## config.mk

```make
export PLATFORM = sky130hd
export DESIGN_NAME = fwft_fifo_prog
export DESIGN_NICKNAME = d
export VERILOG_FILES = /design/src/rtl/fwft_fifo_prog.sv
export SDC_FILE = /design/constraint.sdc
export NUM_CORES = 1
export LEC_CHECK = 0
export ABC_AREA = 1
export BUFFER_PORTS_ARGS = -buffer_cell sky130_fd_sc_hd__buf_2
export CAP_MARGIN = 20
export CORE_MARGIN = 2
export CORE_UTILIZATION = 35
export DETAILED_ROUTE_END_ITERATION = 10
export PLACE_DENSITY_LB_ADDON = 0.05
export SLEW_MARGIN = 20
export SYNTH_ARGS = -nofsm -noshare
export SYNTH_HDL_FRONTEND = slang
export SYNTH_SLANG_ARGS = --single-unit
export TNS_END_PERCENT = 100
```

## constraint.sdc

```tcl
create_clock -name clk -period 3.95 [get_ports clk]
set_input_delay 0 -clock clk [delete_from_list [all_inputs] [get_ports clk]]
set_output_delay 0 -clock clk [all_outputs]
set_load 0.05 [all_outputs]
```

## src/rtl/fwft_fifo_prog.sv

```systemverilog
// First-word-fall-through FIFO with arbitrary depth, occupancy count, programmable
// almost-full/almost-empty flags, synchronous flush and sticky overflow/underflow flags.
module fwft_fifo_prog #(
  parameter int DATA_WIDTH = 8,
  parameter int DEPTH      = 81,
  parameter int AF_THRESH  = 76,
  parameter int AE_THRESH  = 4,
  localparam int CW        = $clog2(DEPTH + 1)
) (
  input  logic                  clk,
  input  logic                  reset,
  input  logic                  flush,
  input  logic                  in_valid,
  output logic                  in_ready,
  input  logic [DATA_WIDTH-1:0] in_data,
  output logic                  out_valid,
  input  logic                  out_ready,
  output logic [DATA_WIDTH-1:0] out_data,
  output logic [CW-1:0]         count,
  output logic                  almost_full,
  output logic                  almost_empty,
  output logic                  overflow,
  output logic                  underflow
);

  localparam int PW = (DEPTH > 1) ? $clog2(DEPTH) : 1;

  if (DEPTH < 2) begin : g_bad_depth
    $error("fwft_fifo_prog: DEPTH must be >= 2");
  end
  if (AF_THRESH < 1 || AF_THRESH > DEPTH) begin : g_bad_af
    $error("fwft_fifo_prog: AF_THRESH must be in 1..DEPTH");
  end
  if (AE_THRESH < 0 || AE_THRESH >= DEPTH) begin : g_bad_ae
    $error("fwft_fifo_prog: AE_THRESH must be in 0..DEPTH-1");
  end

  logic [DATA_WIDTH-1:0] mem [DEPTH];
  logic [PW-1:0]         wr_ptr, rd_ptr;
  logic [PW-1:0]         wr_ptr_next, rd_ptr_next;
  logic [CW-1:0]         count_next;
  logic                  push, pop;

  // Handshakes use the registered ready/valid, so out_ready never reaches in_ready combinationally.
  assign push = in_valid & in_ready;
  assign pop  = out_valid & out_ready;

  assign out_data = mem[rd_ptr];

  // NOTE: every variable gets a default at the top of always_comb so no path can infer a latch.
  always_comb begin
    count_next  = count;
    wr_ptr_next = wr_ptr;
    rd_ptr_next = rd_ptr;
    if (flush) begin
      count_next  = '0;
      wr_ptr_next = '0;
      rd_ptr_next = '0;
    end else begin
      if (push) begin
        wr_ptr_next = (wr_ptr == PW'(DEPTH - 1)) ? '0 : wr_ptr + PW'(1);
      end
      if (pop) begin
        rd_ptr_next = (rd_ptr == PW'(DEPTH - 1)) ? '0 : rd_ptr + PW'(1);
      end
      case ({push, pop})
        2'b10:   count_next = count + CW'(1);
        2'b01:   count_next = count - CW'(1);
        default: count_next = count;
      endcase
    end
  end

  // NOTE: the storage array is deliberately left out of reset; out_data is only meaningful while
  // out_valid=1, and resetting a RAM would prevent it mapping onto memory primitives.
  always_ff @(posedge clk) begin
    if (push && !flush && !reset) begin
      mem[wr_ptr] <= in_data;
    end
  end

  // NOTE: sequential state is updated with non-blocking assignments only, so every register
  // samples the pre-edge values regardless of statement order.
  always_ff @(posedge clk) begin
    if (reset) begin
      wr_ptr       <= '0;
      rd_ptr       <= '0;
      count        <= '0;
      in_ready     <= 1'b1;
      out_valid    <= 1'b0;
      almost_full  <= 1'b0;
      almost_empty <= 1'b1;
      overflow     <= 1'b0;
      underflow    <= 1'b0;
    end else begin
      wr_ptr       <= wr_ptr_next;
      rd_ptr       <= rd_ptr_next;
      count        <= count_next;
      in_ready     <= (count_next != CW'(DEPTH));
      out_valid    <= (count_next != '0);
      almost_full  <= (count_next >= CW'(AF_THRESH));
      almost_empty <= (count_next <= CW'(AE_THRESH));
      // Error flags are sticky and survive flush; only reset clears them.
      if (in_valid && !in_ready && count == CW'(DEPTH)) begin
        overflow <= 1'b1;
      end
      if (out_ready && !out_valid) begin
        underflow <= 1'b1;
      end
    end
  end

endmodule

```

* Word-level counts from Yosys, hierarchy flattened
Memory sizes are Yosys's and may differ from the RTL's. A register that Yosys moved wholly into a read port is not among the register bits.
Index checks and enable logic that the tools add are counted.
** Storage, ports and cells
- Latch bits :: 0
- Bits in writable memories :: 648
- Bits in read-only memories :: 0
- Flip-flop bits (word level) :: 27
- Output and inout port bits :: 21
- Memories :: 1
- Input port bits :: 13
** Cells by class
- Multiply operators :: 0
- Bitwise logic cells :: 2
- Add/sub/neg operators :: 4
- Magnitude comparators :: 2
- Mux-type cells :: 8
- Equality and inequality tests :: 6
- Divide/modulo/power cells :: 0
- Shift operators :: 0
- Reductions and logical operators :: 11
** Memory list
- mem :: depth 81, width 8, read ports 1, clocked after Yosys merged registers in 1, wr ports 1, line 38 : logic [DATA_WIDTH-1:0] mem [DEPTH];
** Operators with widths (count)
- $mux 7 :: 5
- $add 7x1->7 const B :: 3
- $eq 7x7->1 const B :: 3
- $pmux 7 s2 :: 1
- $ge 7x7->1 const B :: 1
- $le 7x3->1 const B :: 1
- $ne 7x7->1 const B :: 1
- $reduce_bool 7->1 :: 1
- $sub 7x1->7 const B :: 1
- $logic_and 1x1->1 :: 5
- $logic_not 1->1 :: 4
- $and 1x1->1 :: 2
- $eq 2x1->1 const B :: 1
- $eq 2x2->1 const B :: 1
- $mux 1 :: 2
- $reduce_or 2->1 :: 1

* Depth between registers and ports, before layout
Gate-level depths: netlist (run 1).
- Depth after elaboration :: 5
- Gate-level depth with buffers :: 20

* Worst setup path after synthesis (run 1)
No wires, ideal clock.
- Kind :: reg2reg
- Start :: reg in_ready
- End :: reg in_ready
- Required time :: 3.829 ns
- Cell stages (with the launch flop) :: 20
- Arrival :: 2.506 ns
- Path buffers :: 2
- Path slack :: 1.323 ns
- Setup time :: 0.121 ns
- Path through :: dfxtp_1 nand2_1 clkbuf_1 ha_1 buf_6 inv_4 nand2_1 nand2_1 inv_1 ha_1 a21oi_1 inv_1 nand2_1 nand3_1 nand3_1 nand2_1 nor2_2 nand2_1 nor2_1 nand3_1
** Between the ends
- Word-level cells in the longest chain between the ends :: 5
** Ends and longest elaborated chain
- from (decl) :: line 14 : output logic in_ready,
- from (signal assigned) :: line 99 : in_ready <= (count_next != CW'(DEPTH));
- $and 1x1->1 * :: line 45 : assign push = in_valid & in_ready;
- $eq 2x1->1 or $eq 2x2->1 (tied branches) :: line 66 : case ({push, pop})
- $pmux 7 s2 * :: line 66
- $mux 7 * :: line 55 : if (flush) begin
- $ne 7x7->1 * :: line 99
Mark *: on every way between the ends. The rest lies on a longest branch, timed or not.
A chain may end at the register's enable or synchronous reset.

==> out/results.ini, run 1 <==
[cts]
cts_inserted_buffers=77
clkLatencyLatePin_ns=0.62
cts_sinks=682
cts_setup_buffers=0
cts.repair.resized=0
cts_buffer_depth=3
ctsHoldBuffers=11
clk_pin_slew_ns=0.06
cts_tree=yes
htreeDepth=3
cts_root_buffer=clkbuf_16

[setup_path]
worstPathMaxFanout=172
r2r_cells=14
critical_path_arrival_ns=3.47
crit_path_end_kind=output port
crit_slowest_cell=buf_12
crit_type=register to output port
path_common_cell=nand2_1
cp_data_required_time_ns=3.95
path_buf_inv=2
r2r_start=in_ready
reg2reg_slack_ns=1.01
slowest_delay_ns=0.46
worst_setup_path_start_kind=register
critical_path.cell_chain=buf_12, nand2_1, nand3_1, nand3_1, nand2_1, nand2_1, nand3_1, nand3_1, nand2_1, nand2_1, o21ai_1, buf_2
r2r-end=count[2]
critPathTopFamily=simple AND/OR/NAND/NOR gates

[synth]
synth_top_family_by_area=simple AND/OR/NAND/NOR gates
yosys_warnings=0
synth_nets=2458
synthSimpleGateAreaFrac_pct=19.3
synth_edf_count=648
synth_seq_cells=682
synth_top_area_share_pct=69.2
synth_cells=2438
netlist_area_um2=28100
ys.flop_type=edfxtp_1
yosys-mux-area-fraction_pct=0
synth_cell_types=32
async_flop_share_pct=0
synth_compound_area_share_pct=4.94
yosys-top-cells-area=edfxtp_1 69%, nand2_1 9.2%, nand3_1 6.6%
synth_xor_area_share_pct=0.0311
yosys.area.top_type=edfxtp_1
yosysSeqAreaShare_pct=71.6
synth_adder_area_share_pct=0.311
syn_avg_cell_area_um2=11.5

[floorplan]
std_cell_rows=103
core_area_um2=79300
start_util_pct=35.5
die_h_um=287
ios=34
die_area_um2=82600
dieWidth_um=287

[routing]
ant_nets=0
drc_errors=0
vias=18500
vias_per_cell=5.15
drt_iter0_drc=1616
drt_first_pass_iters=5
routed_wl_um=82400
routedWlPerCell_um=22.9

[timing]
fin_setup_tns_ns=0
finalMaxSlewViolations=0
fin_skew_ns=0.0156
fin_crit_ns=3.47
period_share_pct=87.7
worst_slew_pin_slew_ns=1.09
finalHoldViolations=0
hold_ws_ns=0.0374
grt_setup_unrepaired=no
max_freq_mhz=289
slew_headroom_pct=27.4
setup_slack_ns=0.485
setup_violations=0

[global_route]
grt_use_total_pct=20.0
grt_pass1_wl_um=123000
grt_max_degree=173
grt_overflow_total=0
antenna_found_initial=0
grt_pass1_vias=18500

[final_layout]
final_cell_mix=691 x nand2_1, 648 x edfxtp_1, 373 x nand3_1
fin_nets=2502
drive_above_1_share_pct=8.06
num_antenna_cells=0
finalInstanceArea_um2=31900
final_common_cell=nand2_1
post-route-util_pct=40.2
area_growth_pct=13.3
instances_no_fill=3592

[placed_design]
dp_hpwl_um=46100
portBuffers=33
dp_cells=3441
place_ws_ns=1.07
placed_area_um2=29400
place_congestion=0.776

[worst_hold_path]
hold_start=in_data[1]
min_path_cells=1
whs_endpoint=mem[39][1]
min_path_type=input port to register

[power_and_ir_drop]
total_power_mw=15.5
switching_share_pct=22.7
intPower_mw=12.0
p_per_area_nw_per_um2=486
p_comb_share_pct=5.2
ir_worst_vdd_mv=0.307
leakage_nw=11.1
p_seq_share_pct=51.3
p_sw_mw=3.52
power_frac_clock_pct=43.5

[run]
cap_violations=0

[status]
status=completed

-- flip-flops by register name, summed over array words and instances (netlist names), named ones only --
signal	cells
count	7
mem	648
rd_ptr	7
wr_ptr	7
overflow	1
out_valid	1
almost_full	1
underflow	1
in_ready	1
almost_empty	1
-- synthesized netlist by cell type, types with 6 or more instances --
| cell type | number |
|---|---|
| a21oi_1 | 77 |
| buf_1 | 8 |
| buf_2 | 69 |
| buf_4 | 13 |
| buf_6 | 22 |
| clkbuf_1 | 31 |
| dfxtp_1 | 34 |
| edfxtp_1 | 648 |
| ha_1 | 7 |
| inv_1 | 55 |
| nand2_1 | 691 |
| nand3_1 | 373 |
| nor2_1 | 217 |
| nor3_1 | 14 |
| o211ai_1 | 15 |
| o21ai_0 | 88 |
| o21ai_1 | 7 |
| o221ai_1 | 26 |
| o22ai_1 | 6 |
| o31ai_1 | 18 |
-- power groups by stage --
| stage | Combinational [mW] | Clock, mW | Sequential, mW |
|---|---|---|---|
| 6_report | 0.809 | 6.73 | 7.95 |
| 5_1_grt | 0.894 | 7.18 | 7.95 |
| 4_1_cts | 0.826 | 6.91 | 7.95 |
| 3_5_place_dp | 0.815 | 0 | 8.10 |
| 3_3_place_gp | 0.813 | 0 | 8.10 |
| 2_1_floorplan | 0.444 | 0 | 8.13 |
-- worst max path at each step --
stage                       end  cells past startpoint      from
floorplan              in_ready                     19  in_ready
CTS                 out_data[3]                     11  register
global route        out_data[3]                     11  register
global placement    out_data[3]                     11  register
finish              out_data[6]                     12  register
detailed placement  out_data[3]                     11  register
-- logic make-up (layout without fill, tap and decap cells) --
family                     count (synthesis)  after routing
DFF                                      682            682
AOI/OAI and AO/OA                        239            239
adders and majority gates                  7              7
xor gates and xnor gates                   1              1
buffers and inverters                    201            305
and+or+nand+nor                         1308           1308
-- per-layer routing --
metal  part of all wire, %  global-route usage [%]  wire (µm)  vias up
li1                      -                       -          -     8697
met1                    46                    27.5      37500     9227
met2                    48                    33.2      39400      461
met3                   4.6                    2.87       3790      115
met4                   2.0                    5.35       1640        0
met5                     0                       0          0        -
-- cell type report --
cell class                      instances  area [µm²]
Tap cell                             1050        1310
Inverter                               58         231
Clock buffer                          105        2100
Multi-Input combinational cell       1555        6920
Timing Repair Buffer                  108         913
Clock inverter                         34         219
Fill cell                            7642       47400
Sequential cell                       682       20100
(Power assumes the default switching activity.)
==> run 2, diff against run 1 <==
==> constraint.sdc (replaced) <==
create_clock -name clk -period 3.95 [get_ports clk]
set_input_delay 0.395 -clock clk [delete_from_list [all_inputs] [get_ports clk]]
set_output_delay 0.395 -clock clk [all_outputs]
set_load 0.05 [all_outputs]
==> run 2 against run 1 <==
- clock-buffer cell count is 1 higher
- final cell count barely moved
- via count fell by 0.90%
- maximum frequency down 5.8%
- total power grew 3.2%
- worst hold slack better by 0.063 ns
- die area is the same
- largest cell class unchanged
- highest routed layer unchanged
- sequential cell count unchanged
==> out/results.ini, run 2 (synthesis gave the netlist of run 1 again) <==
[status]
status=completed

[floorplan]
die_h_um=287  ; unchanged
core_area_um2=79300  ; unchanged
dieWidth_um=287  ; unchanged
start_util_pct=35.5  ; unchanged
ios=34  ; unchanged
die_area_um2=82600  ; unchanged
std_cell_rows=103  ; unchanged

[cts]
cts_sinks=682  ; unchanged
htreeDepth=3  ; unchanged
cts_inserted_buffers=79  ; +2.6%
clk_pin_slew_ns=0.06  ; about the same
cts_root_buffer=clkbuf_16
cts_buffer_depth=3  ; unchanged
cts_tree=yes
clkLatencyLatePin_ns=0.62  ; about the same
cts.repair.resized=0  ; unchanged

[run]
cap_violations=0  ; unchanged

[final_layout]
largest_reg_flops=648  ; unchanged
drive_above_1_share_pct=9.04  ; +0.98 points
area_growth_pct=14.1
fin_nets=2499  ; -0.12%
num_antenna_cells=0  ; unchanged
registers.top_by_ff_count=mem
final_common_cell=nand2_1
nFillCells=7621  ; -0.27%
final_cell_mix=691 x nand2_1, 648 x edfxtp_1, 373 x nand3_1

[timing]
slew_headroom_pct=25.7  ; -1.6 points
grt_setup_unrepaired=no
fin_setup_tns_ns=0  ; unchanged
worst_slew_pin_slew_ns=1.11  ; +0.0284 ns
fin_crit_ns=3.68  ; +0.213 ns
fin_skew_ns=0.0264  ; +0.0108 ns
max_freq_mhz=272  ; -5.8%
period_share_pct=93.1  ; +5.4 points
finalHoldViolations=0  ; unchanged
finalMaxSlewViolations=0  ; unchanged
setup_violations=0  ; unchanged

[global_route]
grt_pass1_wl_um=122000  ; -0.26%
grt_max_degree=101  ; -42%
grt_use_total_pct=19.9  ; -0.094 points
antenna_found_initial=0  ; unchanged
grt_overflow_total=0  ; unchanged
grt_pass1_vias=18400  ; -0.45%

[setup_path]
critical_path_arrival_ns=3.28  ; -0.19 ns
path_common_cell=nand2_1
critPathTopFamily=buffers and inverters
crit_type=register to output port
r2r_start=in_ready
worst_setup_path_start_kind=register
worstPathMaxFanout=40  ; -77%
crit_path_end_kind=output port
path_buf_inv=4  ; +2
cp_data_required_time_ns=3.56  ; -0.39 ns
slowest_delay_ns=0.59  ; +0.13 ns
crit_slowest_cell=dfxtp_4
critical_path.cell_chain=inv_4, buf_12, buf_4, nand3_1, nand3_1, a21oi_1, o211ai_1, nand2_1, nand2_1, nand2_1, buf_2

[routing]
drt_first_pass_iters=5  ; unchanged
drc_errors=0  ; unchanged
routedWlPerCell_um=22.7  ; -1.2%
drt_iter0_drc=1471  ; -9.0%
routed_wl_um=81500  ; -1.1%
vias_per_cell=5.10  ; -0.92%
ant_nets=0  ; unchanged
vias=18300  ; -0.90%

[placed_design]
portBuffers=33  ; unchanged
place_congestion=0.792  ; +2.1%
dp_hpwl_um=46300  ; +0.50%

[power_and_ir_drop]
ir_worst_vdd_mv=0.378  ; +23%
leakage_nw=11.3  ; +1.2%
p_per_area_nw_per_um2=498  ; +2.4%
total_power_mw=16.0  ; +3.2%

[worst_hold_path]
min_path_type=input port to register
hold_start=reset

[run 2: cell types whose count changed in the layout (fill, tap and decap cells not counted), sizes merged, moves of 4 or more]
cell         previous run  this run
inv                    61        57
clkinv                 28        32
buf                    97       102
bufinv                  2         6
dlygate4sd3            11         1
[run 2: layout make-up]
cell class | instances | area, µm² | area share, %
repair buffers | 103 | 933 | 2.91
well taps | 1050 | 1310 | 4.09
multi-input cells | 1555 | 6920 | 21.6
flip-flops and latches | 682 | 20100 | 62.8
clock inverters | 39 | 354 | 1.10
clock buffers | 106 | 2190 | 6.84
inverters | 58 | 231 | 0.721
[run 2: final timing paths]
kind | slack (ns) | endpoint | depth (start not counted)
worst max-delay path | 0.27 | out_data[2] | 11
worst min-delay path | 0.10 | underflow | 2
worst max register to register | 1.07 | in_ready | 17
worst min register to register | 0.46 | overflow | 2
[run 2: report_power, final]
| group | leakage [nW] | internal [mW] | total (mW) | switching (mW) |
|---|---|---|---|---|
| logic | 3.89 | 0.191 | 0.805 | 0.614 |
| clock network | 1.26 | 4.29 | 7.23 | 2.93 |
| registers | 6.10 | 7.93 | 7.95 | 0.0231 |
[run 2: layer usage]
layer	track usage (%)	routed length (µm)	up-vias
met4	4.91	1440	0
met1	28.0	37900	9145
li1	-	-	8697
met2	32.8	38900	407
met5	0	0	-
met3	2.50	3200	85
[run 2: repair_timing]
action                                 in CTS  in global routing
hold buffers                                1                  0
setup buffers                               0                  0
endpoints found under the hold margin       1                  0
[run 2: metrics by stage]
stage | hold WS [ns] | setup slack, ns | instance area (µm²) | utilization [%] | instances
finish | 0.101 | 0.272 | 32100 | 40.5 | 3593
global route | 0.103 | 0.0989 | 32100 | 40.5 | 3593
CTS | 0.0641 | 0.201 | 32100 | 40.5 | 3592
detailed placement | 0.456 | 0.883 | 29500 | 37.2 | 3446
global placement | 0.452 | 0.915 | 29500 | 37.2 | 3446
floorplan | 0.457 | 1.32 | 28100 | - | 2438
==> run 3, diff against run 2 <==
--- a/config.mk
+++ b/config.mk
@@ -12,6 +12,7 @@
 export CORE_UTILIZATION = 35
 export DETAILED_ROUTE_END_ITERATION = 10
 export PLACE_DENSITY_LB_ADDON = 0.05
+export RECOVER_POWER = 25
 export SLEW_MARGIN = 20
 export SYNTH_ARGS = -nofsm -noshare
 export SYNTH_HDL_FRONTEND = slang
==> run 3 against run 2 <==
- the flow now finishes with violations (capacitance limit, slew limit)
- sequential share of layout area rose by 0.071 points
- first-iteration DRC count rose by 2.5%
- critical path depth unchanged
- sequential power about the same
- sequential cell count unchanged
- global-route usage unchanged
- largest power group unchanged
==> out/results.ini, run 3 (synthesis gave the netlist of run 1 again) <==
[status]
status=finished, violations left
failed_checks=capacitance limit, slew limit

[routing]
drt_iter0_drc=1508  ; +2.5%
vias=18300  ; -0.10%
routed_wl_um=81300  ; -0.14%
vias_per_cell=5.10  ; -0.10%
drt_first_pass_iters=5  ; unchanged
ant_nets=0  ; unchanged
routedWlPerCell_um=22.6  ; -0.14%
routed-wl-met3_um=3440  ; +7.8%
drc_errors=0  ; unchanged
top_layer=met4
wl_met2_um=38800  ; -0.25%
wl_met1_um=37600  ; -0.71%

[power_and_ir_drop]
p_per_area_nw_per_um2=498  ; +0.11%
power_frac_clock_pct=45.2  ; about the same
switching_share_pct=22.3  ; -0.040 points
p_seq_share_pct=49.8  ; about the same
intPower_mw=12.4  ; about the same
p_sw_mw=3.56  ; -0.18%
leakage_nw=11.2  ; -0.12%
ir_worst_vdd_mv=0.378  ; about the same
p_comb_share_pct=5.0  ; about the same

[global_route]
grt_pass1_vias=18400  ; unchanged
grt_max_degree=101  ; unchanged
grt_pass1_wl_um=122000  ; unchanged
grt_use_total_pct=19.9  ; unchanged
antenna_found_initial=0  ; unchanged
grt_overflow_total=0  ; unchanged

[setup_path]
critical_path_arrival_ns=3.28  ; about the same
crit_slowest_cell=dfxtp_4
crit_type=register to output port
crit_path_end_kind=output port
cp_data_required_time_ns=3.56  ; about the same
slowest_delay_ns=0.59  ; about the same
worstPathMaxFanout=40  ; unchanged
path_common_cell=nand2_1
r2r_start=in_ready
worst_setup_path_start_kind=register
critical_path.cell_chain=inv_4, buf_12, buf_4, nand3_1, nand3_1, a21oi_1, o211ai_1, nand2_1, nand2_1, nand2_1, buf_2

[cts]
cts_inserted_buffers=79  ; unchanged
clkLatencyLatePin_ns=0.62  ; about the same
cts.repair.resized=0  ; unchanged
cts_sinks=682  ; unchanged
htreeDepth=3  ; unchanged
cts_root_buffer=clkbuf_16
cts_setup_buffers=0  ; unchanged
cts_tree=yes
cts_buffer_depth=3  ; unchanged
clk_pin_slew_ns=0.06  ; about the same
ctsHoldBuffers=1  ; unchanged

[final_layout]
finalInstanceArea_um2=32100  ; -0.11%
largest_reg_flops=648  ; unchanged
num_antenna_cells=0  ; unchanged
final_common_cell=nand2_1
drive_above_1_share_pct=8.89  ; -0.16 points
post-route-util_pct=40.5  ; -0.046 points
fin_nets=2499  ; unchanged
registers.top_by_ff_count=mem
final_cell_mix=691 x nand2_1, 648 x edfxtp_1, 373 x nand3_1
area_growth_pct=14.0

[floorplan]
dieWidth_um=287  ; unchanged
start_util_pct=35.5  ; unchanged
core_area_um2=79300  ; unchanged
std_cell_rows=103  ; unchanged
die_area_um2=82600  ; unchanged
ios=34  ; unchanged
die_h_um=287  ; unchanged

[placed_design]
place_congestion=0.792  ; unchanged
portBuffers=33  ; unchanged
placed_area_um2=29500  ; unchanged
dp_hpwl_um=46300  ; unchanged

[timing]
fin_crit_ns=3.68  ; -0.00284 ns
finalHoldViolations=0  ; unchanged
hold_ws_ns=0.101  ; -0.0000320 ns
fin_skew_ns=0.0265  ; +0.0000795 ns
period_share_pct=93.1  ; about the same
finalMaxSlewViolations=522  ; +522
grt_setup_unrepaired=no
slew_headroom_pct=-148  ; -170 points
setup_violations=0  ; unchanged
max_freq_mhz=272  ; about the same
worst_slew_pin_slew_ns=3.71  ; +2.60 ns
fin_setup_tns_ns=0  ; unchanged

[worst_hold_path]
hold_start=reset
min_path_type=input port to register

[run]
cap_violations=8  ; +8

[run 3: changes by cell type in the layout (fill, tap and decap cells not counted)]
cell and change:
buf_16 -1, buf_4 -7, clkbuf_1 +3, clkbuf_2 +4
dlymetal6s4s_1 +1
[run 3: final timing paths]
path / to / slack (ns) / depth (start not counted)
setup reg to reg: in_ready / 1.07 / 17
hold reg to reg: overflow / 0.46 / 2
setup / recovery: out_data[2] / 0.27 / 11
hold / removal: underflow / 0.10 / 2
[run 3: layer usage]
metal | vias up | track usage, %
li1 | 8690 | -
met1 | 9101 | 28.0
met2 | 437 | 32.8
met3 | 87 | 2.50
met4 | 0 | 4.91
met5 | - | 0
[run 3: power groups by stage]
stage | clock [mW] | combinational (mW) | sequential (mW)
after floorplan | 0 | 0.444 | 8.13
after global placement | 0 | 0.813 | 8.10
after detailed placement | 0 | 0.816 | 8.10
after CTS | 7.40 | 0.818 | 7.95
after global routing | 7.67 | 0.888 | 7.96
final | 7.22 | 0.799 | 7.96
[run 3: worst max-delay path: cells and delay by family, from the launching register on]
kind | cells | cell delay [ns]
AO/OA/AOI/OAI | 2 | 0.43
flip-flops | 1 | 0.59
AND/OR/NAND/NOR | 5 | 0.55
buffers and inverters | 4 | 1.04
[run 3: through the flow]
stage	total power, mW	instances	setup WS, ns
2_1_floorplan	8.57	2438	1.32
3_3_place_gp	8.91	3446	0.915
3_5_place_dp	8.92	3446	0.883
4_1_cts	16.2	3592	0.201
5_1_grt	16.5	3593	0.0989
6_report	16.0	3593	0.274
[run 3: layout make-up]
class                           instances  area [µm²]
Clock buffer                          106        2190
Clock inverter                         39         354
Fill cell                            7621       47200
Inverter                               58         231
Multi-Input combinational cell       1555        6920
Sequential cell                       682       20100
Tap cell                             1050        1310
Timing Repair Buffer                  103         897
